[config.mk]
export PLATFORM = sky130hd
export DESIGN_NAME = uart_mem_bridge
export DESIGN_NICKNAME = d
export VERILOG_FILES = /design/src/rtl/uart_mem_bridge.sv
export SDC_FILE = /design/constraint.sdc
export NUM_CORES = 1
export LEC_CHECK = 0
export CORE_ASPECT_RATIO = 0.8
export CORE_MARGIN = 2
export CORE_UTILIZATION = 56
export DETAILED_ROUTE_END_ITERATION = 7
export GPL_ROUTABILITY_DRIVEN = 0
export PLACE_DENSITY = 0.85
export SYNTH_ARGS = -nofsm -noshare
export SYNTH_HDL_FRONTEND = slang
export SYNTH_SLANG_ARGS = --single-unit
export TNS_END_PERCENT = 100
[constraint.sdc]
create_clock -name clk_in -period 5.2 [get_ports clk_in]
set_clock_uncertainty 0.2 [all_clocks]
set_input_delay 1.56 -clock clk_in [delete_from_list [all_inputs] [get_ports clk_in]]
set_output_delay 1.56 -clock clk_in [all_outputs]
set_load 0.01 [all_outputs]
[src/rtl/uart_mem_bridge.sv]
// UART byte-frame parser driving memory write/read strobes; read data is
// returned to the UART transmitter over a valid/ready handshake.
module uart_mem_bridge #(
  parameter int         DATA_BYTES = 2,
  parameter int         ADDR_W     = 8,
  parameter int         RD_LAT     = 1,
  parameter int         TIMEOUT    = 50000,
  parameter logic [3:0] OP_WRITE   = 4'h6,
  parameter logic [3:0] OP_READ    = 4'h7
) (
  input  logic                    clk_in,
  input  logic                    reset,
  input  logic                    data_rdy,
  input  logic [7:0]              data_in,
  output logic                    write_enable,
  output logic                    read_enable,
  output logic [ADDR_W-1:0]       addr,
  output logic [8*DATA_BYTES-1:0] data_out,
  input  logic [8*DATA_BYTES-1:0] rd_data,
  output logic [7:0]              tx_data,
  output logic                    tx_valid,
  input  logic                    tx_ready,
  output logic                    frame_err,
  output logic                    busy
);
  localparam int DW = 8*DATA_BYTES;
  localparam int AB = (ADDR_W+7)/8;
  localparam int TW = $clog2(TIMEOUT+1);

  localparam logic [2:0] S_IDLE    = 3'd0;
  localparam logic [2:0] S_ADDR    = 3'd1;
  localparam logic [2:0] S_DATA    = 3'd2;
  localparam logic [2:0] S_WRITE   = 3'd3;
  localparam logic [2:0] S_RD_REQ  = 3'd4;
  localparam logic [2:0] S_RD_WAIT = 3'd5;
  localparam logic [2:0] S_SEND    = 3'd6;

  logic [2:0]        state_q, state_d;
  logic [3:0]        op_q, op_d;
  logic [ADDR_W-1:0] addr_q, addr_d;
  logic [DW-1:0]     data_q, data_d;
  logic [DW-1:0]     shr_q, shr_d;
  logic [2:0]        bcnt_q, bcnt_d;
  logic [2:0]        lat_q, lat_d;
  logic [TW-1:0]     tmo_q, tmo_d;
  logic              ferr_q, ferr_d;
  logic              rdy_q, bp_q;
  logic              tmo_hit;
  logic [ADDR_W+7:0] addr_sh;
  logic [DW+7:0]     data_sh;

  assign addr_sh = {addr_q, data_in};
  assign data_sh = {data_q, data_in};
  assign tmo_hit = (tmo_q == TW'(TIMEOUT));

  // Previous-value register resets high so a level already present at
  // reset release is not mistaken for a new byte.
  always_ff @(posedge clk_in or posedge reset) begin
    if (reset) begin
      rdy_q <= 1'b1;
      bp_q  <= 1'b0;
    end else begin
      rdy_q <= data_rdy;
      bp_q  <= data_rdy & ~rdy_q;
    end
  end

  always_comb begin
    state_d = state_q;
    op_d    = op_q;
    addr_d  = addr_q;
    data_d  = data_q;
    shr_d   = shr_q;
    bcnt_d  = bcnt_q;
    lat_d   = lat_q;
    tmo_d   = tmo_q;
    ferr_d  = 1'b0;
    case (state_q)
      S_IDLE: begin
        bcnt_d = '0;
        tmo_d  = '0;
        if (bp_q) begin
          if (data_in[7:4] == OP_WRITE || data_in[7:4] == OP_READ) begin
            op_d    = data_in[7:4];
            state_d = S_ADDR;
          end else begin
            ferr_d = 1'b1;
          end
        end
      end
      S_ADDR, S_DATA: begin
        // Timeout outranks a byte arriving in the same cycle.
        if (tmo_hit) begin
          ferr_d  = 1'b1;
          state_d = S_IDLE;
        end else if (bp_q) begin
          tmo_d = '0;
          if (state_q == S_ADDR) addr_d = addr_sh[ADDR_W-1:0];
          else                   data_d = data_sh[DW-1:0];
          if (state_q == S_ADDR && bcnt_q == 3'(AB-1)) begin
            bcnt_d  = '0;
            state_d = (op_q == OP_WRITE) ? S_DATA : S_RD_REQ;
          end else if (state_q == S_DATA && bcnt_q == 3'(DATA_BYTES-1)) begin
            bcnt_d  = '0;
            state_d = S_WRITE;
          end else begin
            bcnt_d = bcnt_q + 3'd1;
          end
        end else begin
          tmo_d = tmo_q + TW'(1);
        end
      end
      S_WRITE: state_d = S_IDLE;
      S_RD_REQ: begin
        lat_d   = 3'd1;
        state_d = S_RD_WAIT;
      end
      S_RD_WAIT: begin
        if (lat_q == 3'(RD_LAT)) begin
          shr_d   = rd_data;
          bcnt_d  = '0;
          state_d = S_SEND;
        end else begin
          lat_d = lat_q + 3'd1;
        end
      end
      S_SEND: begin
        if (tx_ready) begin
          shr_d = shr_q << 8;
          if (bcnt_q == 3'(DATA_BYTES-1)) state_d = S_IDLE;
          else                            bcnt_d  = bcnt_q + 3'd1;
        end
      end
      default: state_d = S_IDLE;
    endcase
  end

  always_ff @(posedge clk_in or posedge reset) begin
    if (reset) begin
      state_q <= S_IDLE;
      op_q    <= '0;
      addr_q  <= '0;
      data_q  <= '0;
      shr_q   <= '0;
      bcnt_q  <= '0;
      lat_q   <= '0;
      tmo_q   <= '0;
      ferr_q  <= 1'b0;
    end else begin
      state_q <= state_d;
      op_q    <= op_d;
      addr_q  <= addr_d;
      data_q  <= data_d;
      shr_q   <= shr_d;
      bcnt_q  <= bcnt_d;
      lat_q   <= lat_d;
      tmo_q   <= tmo_d;
      ferr_q  <= ferr_d;
    end
  end

  assign write_enable = (state_q == S_WRITE);
  assign read_enable  = (state_q == S_RD_REQ);
  assign addr         = addr_q;
  assign data_out     = data_q;
  assign tx_data      = shr_q[DW-1 -: 8];
  assign tx_valid     = (state_q == S_SEND);
  assign frame_err    = ferr_q;
  assign busy         = (state_q != S_IDLE);
endmodule

# Word level (Yosys, flattened, before mapping)

Index checks and enable logic that the tools add are counted.
W data, S select, Z words.

$add $sub $neg: 3
Equal/unequal tests: 23
Mux-type cells: 31
Bitwise operators: 4
Reduce and logical (&&, ||, !) cells: 19

Operators by type and width:

| operator                | number |
|---|---|
| $mux W16                | 4 |
| $pmux W16 S2            | 2 |
| $mux W3                 | 18 |
| $add A16 B1 Y16 const B | 1 |
| $eq A16 B16 Y1 const B  | 1 |
| $pmux W3 S5             | 1 |
| $ne A2 B2 Y1 const B    | 7 |
| $eq A4 B3 Y1 const B    | 3 |
| $pmux W3 S4             | 1 |
| $eq A3 B1 Y1 const B    | 3 |
| $eq A3 B3 Y1 const B    | 3 |
| $reduce_and A4 Y1       | 2 |
| $reduce_and A7 Y1       | 1 |
| $add A3 B1 Y3 const B   | 2 |
| $eq A3 B2 Y1 const B    | 2 |
| $logic_not A3 Y1        | 2 |
| $pmux W3 S2             | 1 |
| $reduce_and A3 Y1       | 2 |
| $reduce_and A6 Y1       | 1 |
| $reduce_bool A2 Y1      | 3 |
| $ne A2 B1 Y1 const B    | 2 |
| $ne A4 B4 Y1 const B    | 1 |
| $reduce_and A2 Y1       | 2 |
| $reduce_bool A4 Y1      | 1 |
| other kinds (9)         | 14 |

Flip-flop bits (word level): 72
Input bits: 28
Output and inout port bits: 37
Word-level logic and storage cells: 91

# Logic depth before layout (Yosys ltp)

Gate-level depths: netlist of the first run.

Word-level depth: 7
Mapped depth: 8
Depth with buffers taken out: 7

# Worst setup path after synthesis of the first run

OpenSTA, ideal clock, no wires.

Path kind: register to output
From: register state_q[1]
To: output tx_valid
Arrival time: 1.375 ns
Data required time: 3.440 ns
Slack: 2.065 ns
Cell stages (with the launch flop): 5
Buffers on the path: 0
Cells stage by stage: dfrtp_1 > clkinv_1 > nor2_1 > nand2_1 > inv_1

Word-level cells in the longest chain between the ends: 1

RTL lines:

| element                | line | RTL |
|---|---|---|
| from (decl)            | 38   | `logic [2:0] state_q, state_d;` |
| from (signal assigned) | 150  | `state_q <= state_d;` |
| $eq A3 B3 Y1           | 167  | `assign tx_valid = (state_q == S_SEND);` |
| to (decl)              | 21   | `output logic tx_valid,` |

Every way passes these cells.

# Final worst setup path of the first run

Same ends and word-level chain as after synthesis.

==> run metrics, run 1 <==
status=finished clean; TritonCTS clock tree=yes; Period minus WS final=approximately 4.5 ns; Total Routing Usage GR=approximately 24%; chip height=75.3 µm; syn_area_per_cell=11.2 µm²; core area=6040 µm²; met2 Resource Use GR=37.8%; Initial Util=59.0%; clock buffer depth=2; Syn Nets=353; Detailed Route WL=7530 µm; I/O pins=65; fin util=roughly 73%; CP Capture Type=output port; TritonCTS Buffers=9; crit path kind=flip-flop to output port; Clock power frac=20.1%; worst path cell trace=clkinv_1 > nor2_1 > nand2_1 > inv_1 > clkdlybuf4s50_1; startpoint type of the worst setup path=flip-flop; Fin Setup TNS=0 ns; largest net degree at the start of global routing=73; R2R depth=7; Synth area leaders=dfrtp_1 (50%), mux2_2 (5.1%), mux2_4 (4.2%); Critical-path top delay cell=dfrtp_1; Int Power=1.59 mW; Critical Path Max Stage Delay=approximately 0.61 ns; Sink Count=72; Sequential Area=1800 µm²; placed cells=roughly 450; first-pass GRT wire length=approximately 13000 µm; # DRC=0; hpwl dp=5120 µm; total gr overflow=0; Mapped Cells=318; fin worst setup slack=0.664 ns; share of the synthesized area in the top cell type=49.9%; Slew Limit Fails=0; DIE WIDTH=~93 µm; post-synthesis cell area=3560 µm²; Worst Max-Slew Pin Slew=0.903 ns; Hold Buf Count CTS=0; fin nets=412; Clock Latency Late Sink=roughly 0.36 ns; fin cells=463; multi-input combinational cell area=roughly 1600 µm²; Cell Area, Placed=approximately 4200 µm²; Setup violations, final=0; vias in the first global route=2555; final total power=approximately 2.4 mW; Vias/cell=5.85; Yosys warnings=0; initial antenna violation count=0; drt initial violations=about 360; Hold Path Stages=1; register area share after synthesis=50.6%; Synth async-reset ratio=100%; Setup Buffers After CTS=0; relative slew slack=39.6%; max_cap viols=0; Peak supply drop=0.333 mV; Fin Hold WS=between 0.2 and 0.3 ns; Switch Pwr=853 µW; Post-synth EDFFs=0; fmax=220 MHz; post-synth cell types=56; Layout fillers=400; drt pass-1 iters=6; Worst-path clk slew=0.08 ns; worst hold path type=flip-flop to flip-flop; leading area contributor after synthesis=dfrtp_1; H-tree Lvls=3; top_reg_cell synth=dfrtp_1; RSZ-0062 raised after global routing=no; row count=25; Pleak=about 2.0 nW; via count=2709; Worst Path Max Fanout=14; Comb pwr share=41.7%; sequential share of power=38.2%; Fin. Hold Viols=0; PwrDens=551 nW/µm²; die area=7020 µm²; reg-to-reg setup timing slack=2.55 ns; met3 Track Usage GR=8.70%; n_diodes=0; most used routing layer=met2; layout cells sized above 1=14.4%; CP Data Required Time=between 3 and 4 ns; Antenna Nets Post-Route=0; Tcrit/Tclk final=between 80% and 90%; arrival time of the worst setup path=2.78 ns; IO Port Bufs=64; DP Worst Slack=1.11 ns; drt wl/cell=16.3 µm; Seq cells post-synth=72; clock root buffer=clkbuf_8; cts repair resizes=0; Area growth, synth to finish=24.2%; Switching Share=a little over a third; GR Layer Usage met1=32.0%; post-route cell area=between 4000 and 5000 µm²
[worst paths after layout]
kind / start / to
worst max-delay path: state_q[1] / tx_valid
worst min-delay path: op_q[3] / op_q[3]
worst max register to register: tmo_q[0] / tmo_q[9]
worst min register to register: op_q[3] / op_q[3]
max in group asynchronous: reset / addr[1]
min in group asynchronous: reset / shr_q[15]
[flip-flops by register name (all words and copies together) (netlist names)]
signal,flops
tmo_q,16
rdy_q,1
op_q,4
bcnt_q,3
lat_q,3
data_out,16
frame_err,1
state_q,3
addr,8
shr_q,16
bp_q,1
[power by group through the flow]
stage	clock, mW	combinational [mW]	sequential, mW
floorplan	0	0.633	0.912
global placement	0	0.974	0.921
detailed placement	0	1.00	0.935
CTS	0.500	1.02	0.930
global route	0.527	1.10	0.963
finish	0.490	1.02	0.932
[cells in the final DEF, fill, tap and decap left out, types with 6 or more instances in the layout]
cell,Yosys,layout
a22o_1,9,9
mux2_4,10,10
o21ai_0,20,20
inv_1,11,10
mux2i_1,9,9
nor2_1,23,23
dfrtp_1,71,71
a21oi_1,11,11
nand2b_1,6,6
clkbuf_8,0,10
nand2_1,22,22
nand3_1,13,13
ha_1,7,7
xor2_1,6,6
mux2_2,16,16
clkdlybuf4s50_1,0,64
[Yosys cell counts, drive strengths merged, types with 2 or more instances]
cell type and count:
nand2b 6, a2bb2oi 2, ha 7, a211o 2
or2 2, inv 11, mux2i 9, nor3b 4
o21ai 20, a21oi 11, o31ai 3, o22ai 3
nand4bb 3, or4 3, xor2 6, buf 12
dfrtp 71, nor2b 5, nand3 14, a22o 9
xnor2 5, nand4 4, maj3 2, nor3 3
nor2 24, a21o 3, clkbuf 6, nor4 4
mux2 26, nand2 22, a31oi 2
[critical path, delay by kind of cell, from the launching register on]
kind | cells | cell delay (ns)
flip-flops | 1 | 0.61
buffers and inverters | 3 | 1.04
AND/OR/NAND/NOR | 2 | 0.76
[cell families after synthesis]
family | synth area share [%]
adders and majority gates | 3.13
buffers and inverters | 4.53
DFF | 50.6
xor gates and xnor gates | 2.71
and+or+nand+nor | 15.8
AOI/OAI and AO/OA | 11.3
muxes | 11.8
[layout make-up]
cell class,instances,share of cell area (%)
Sequential cell,72,40.8
Multi-Input combinational cell,216,36.1
Timing Repair Buffer,66,14.8
Clock buffer,11,3.20
Tap cell,81,2.29
Clock inverter,5,1.81
Inverter,12,1.02
[routing by layer]
layer | vias to the layer above | wire length (µm)
met2 | 141 | 3460
met3 | 19 | 671
met5 | - | 0
li1 | 1246 | -
met1 | 1303 | 3300
met4 | 0 | 97
No activity file was read; power rests on OpenSTA's default activity.
==> run 2, diff against run 1 <==
CORE_MARGIN = not set   (was 2)
MAX_ROUTING_LAYER = met4   (was not set)
==> run 2 against run 1 <==
Effect of this change:
- first-iteration DRC count is 31% lower
- combinational power hardly changed
- power hardly changed
- largest power group unchanged
- global-route usage is 1.8 points higher
- utilization is 0.57 points higher
- critical path type unchanged
- worst hold slack worse by 0.0023 ns
- clock power is 2% higher
- worst setup slack better by 0.042 ns
- routed wire length is 0.98% lower
- sequential share of layout area is 0.10 points lower
- non-clock buffer count stayed put
==> run metrics, run 2 (synthesis results as in run 1) <==
status=finished clean; met3 wire length=544 µm (-19%); relative slew slack=41.5% (+1.9 points); Slew Limit Fails=0 (unchanged); I/O pins=65 (unchanged); most frequent cells in the layout=dfrtp_1 (71), clkdlybuf4s50_1 (64), nor2_1 (23); CP Data Required Time=3.44 ns (about the same); TritonCTS Buffers=9 (unchanged); total gr overflow=0 (unchanged); Fin Setup TNS=0 ns (unchanged); initial antenna violation count=0 (unchanged); Pleak=1.97 nW (+0.58%); Detailed Route WL=7450 µm (-0.98%); most common cell after layout, fill and taps aside=dfrtp_1; Area growth, synth to finish=24.5%; Setup Buffers After CTS=0 (unchanged); via count=2642 (-2.5%); startpoint type of the worst setup path=flip-flop; Met1 Wirelength=3460 µm (+4.9%); DIE WIDTH=91.2 µm (-2.1%); Antenna Nets Post-Route=0 (unchanged); crit path kind=flip-flop to output port; row count=25 (unchanged); Tcrit/Tclk final=86.4% (-0.80 points); Total Routing Usage GR=25.8% (+1.8 points); layout cells sized above 1=14.1% (-0.26 points); clock root buffer=clkbuf_8; hpwl dp=5130 µm (+0.23%); fin nets=412 (unchanged); RSZ-0062 raised after global routing=no; core area=6010 µm² (-0.52%); drt pass-1 iters=4 (-2); Worst Path Max Fanout=14 (unchanged); H-tree Lvls=3 (unchanged); Hold Buf Count CTS=0 (unchanged); drt initial violations=246 (-31%); die area=6680 µm² (-4.7%); CP Capture Type=output port; Worst-path clk slew=0.07 ns (about the same); arrival time of the worst setup path=2.73 ns (-0.05 ns); # DRC=0 (unchanged); worst hold path type=flip-flop to flip-flop; Fin. Hold Viols=0 (unchanged); Hold Crit Start=shr_q[13]; Initial Util=59.3% (+0.31 points); PwrDens=550 nW/µm² (-0.18%); Top Layer Used=met4; clock buffer depth=2 (unchanged); Period minus WS final=4.49 ns (-0.0416 ns); n_diodes=0 (unchanged); largest net degree at the start of global routing=73 (unchanged); Sink Count=72 (unchanged); Reg-to-Reg Start=tmo_q[0]; worst path cell trace=clkinv_1 > nor2_1 > nand2_1 > inv_1 > clkdlybuf4s50_1; first-pass GRT wire length=12900 µm (+1.3%); cts repair resizes=0 (unchanged); Setup violations, final=0 (unchanged); Worst Max-Slew Pin Slew=0.877 ns (-0.0257 ns); chip height=73.3 µm (-2.7%); TritonCTS clock tree=yes; Critical Path Max Stage Delay=0.60 ns (about the same); Fin Hold WS=0.281 ns (-0.00233 ns); drt wl/cell=16.1 µm (-0.98%); IO Port Bufs=64 (unchanged); max_cap viols=0 (unchanged); fmax=222 MHz (+0.93%); Peak supply drop=0.343 mV (+3.1%); Clock Latency Late Sink=0.34 ns (-0.02 ns); Vias/cell=5.71 (-2.5%); vias in the first global route=2632 (+3.0%); Critical-path top delay cell=dfrtp_1; CP startpoint=state_q[1]; WL met2=3360 µm (-2.8%)
==> run 2: cell types whose count changed in the layout (fill, tap and decap cells not counted) <==
cell and change:
clkinvlp_4 -2, clkinv_2 -1, clkbuf_8 +2, clkbuf_1 +1
==> run 2: area by class of cell <==
type                    count  area (µm²)
clock buffers              14         173
clock inverters             2        60.1
fillers                   428        1570
inverters                  12        45.0
multi-input cells         216        1600
flip-flops and latches     72        1800
well taps                  81         101
repair buffers             66         656
==> run 2: final timing paths <==
kind / endpoint / slack (ns) / cells past startpoint
setup / recovery: tx_valid / 0.71 / 5
hold / removal: shr_q[13] / 0.28 / 2
setup reg to reg: tmo_q[5] / 2.60 / 7
hold reg to reg: shr_q[13] / 0.28 / 2
max in group asynchronous: bcnt_q[0] / 2.63 / 3
min in group asynchronous: shr_q[15] / 1.61 / 3
==> run 2: critical path: cells and delay by family (launching register included) <==
kind                   cells  cell delay, ns
buffers and inverters      3            1.03
DFF                        1            0.60
and+or+nand+nor            2            0.76
==> run 2: report_power, final <==
group	internal (mW)	leakage [nW]	switching, mW
Combinational	0.547	0.938	0.460
Sequential	0.755	0.920	0.178
Clock	0.310	0.117	0.190
Total	1.61	1.97	0.828
==> run 2: metrics by stage <==
step	cells	power [mW]	worst slack (ns)	util, %	cell area, µm²
final	463	2.44	0.705	73.8	4430
after global routing	463	2.60	0.462	73.8	4430
after CTS	463	2.45	0.716	73.8	4430
after detailed placement	447	1.94	1.10	70.0	4200
after global placement	447	1.89	1.21	70.0	4200
after floorplan	318	1.54	1.62	-	3560
==> run 2: routing by layer <==
layer / vias up / global-route usage, %
met3: 12 / 7.56
met1: 1295 / 34.3
met4: 0 / 6.53
met2: 93 / 39.5
met5: - / -
li1: 1242 / -
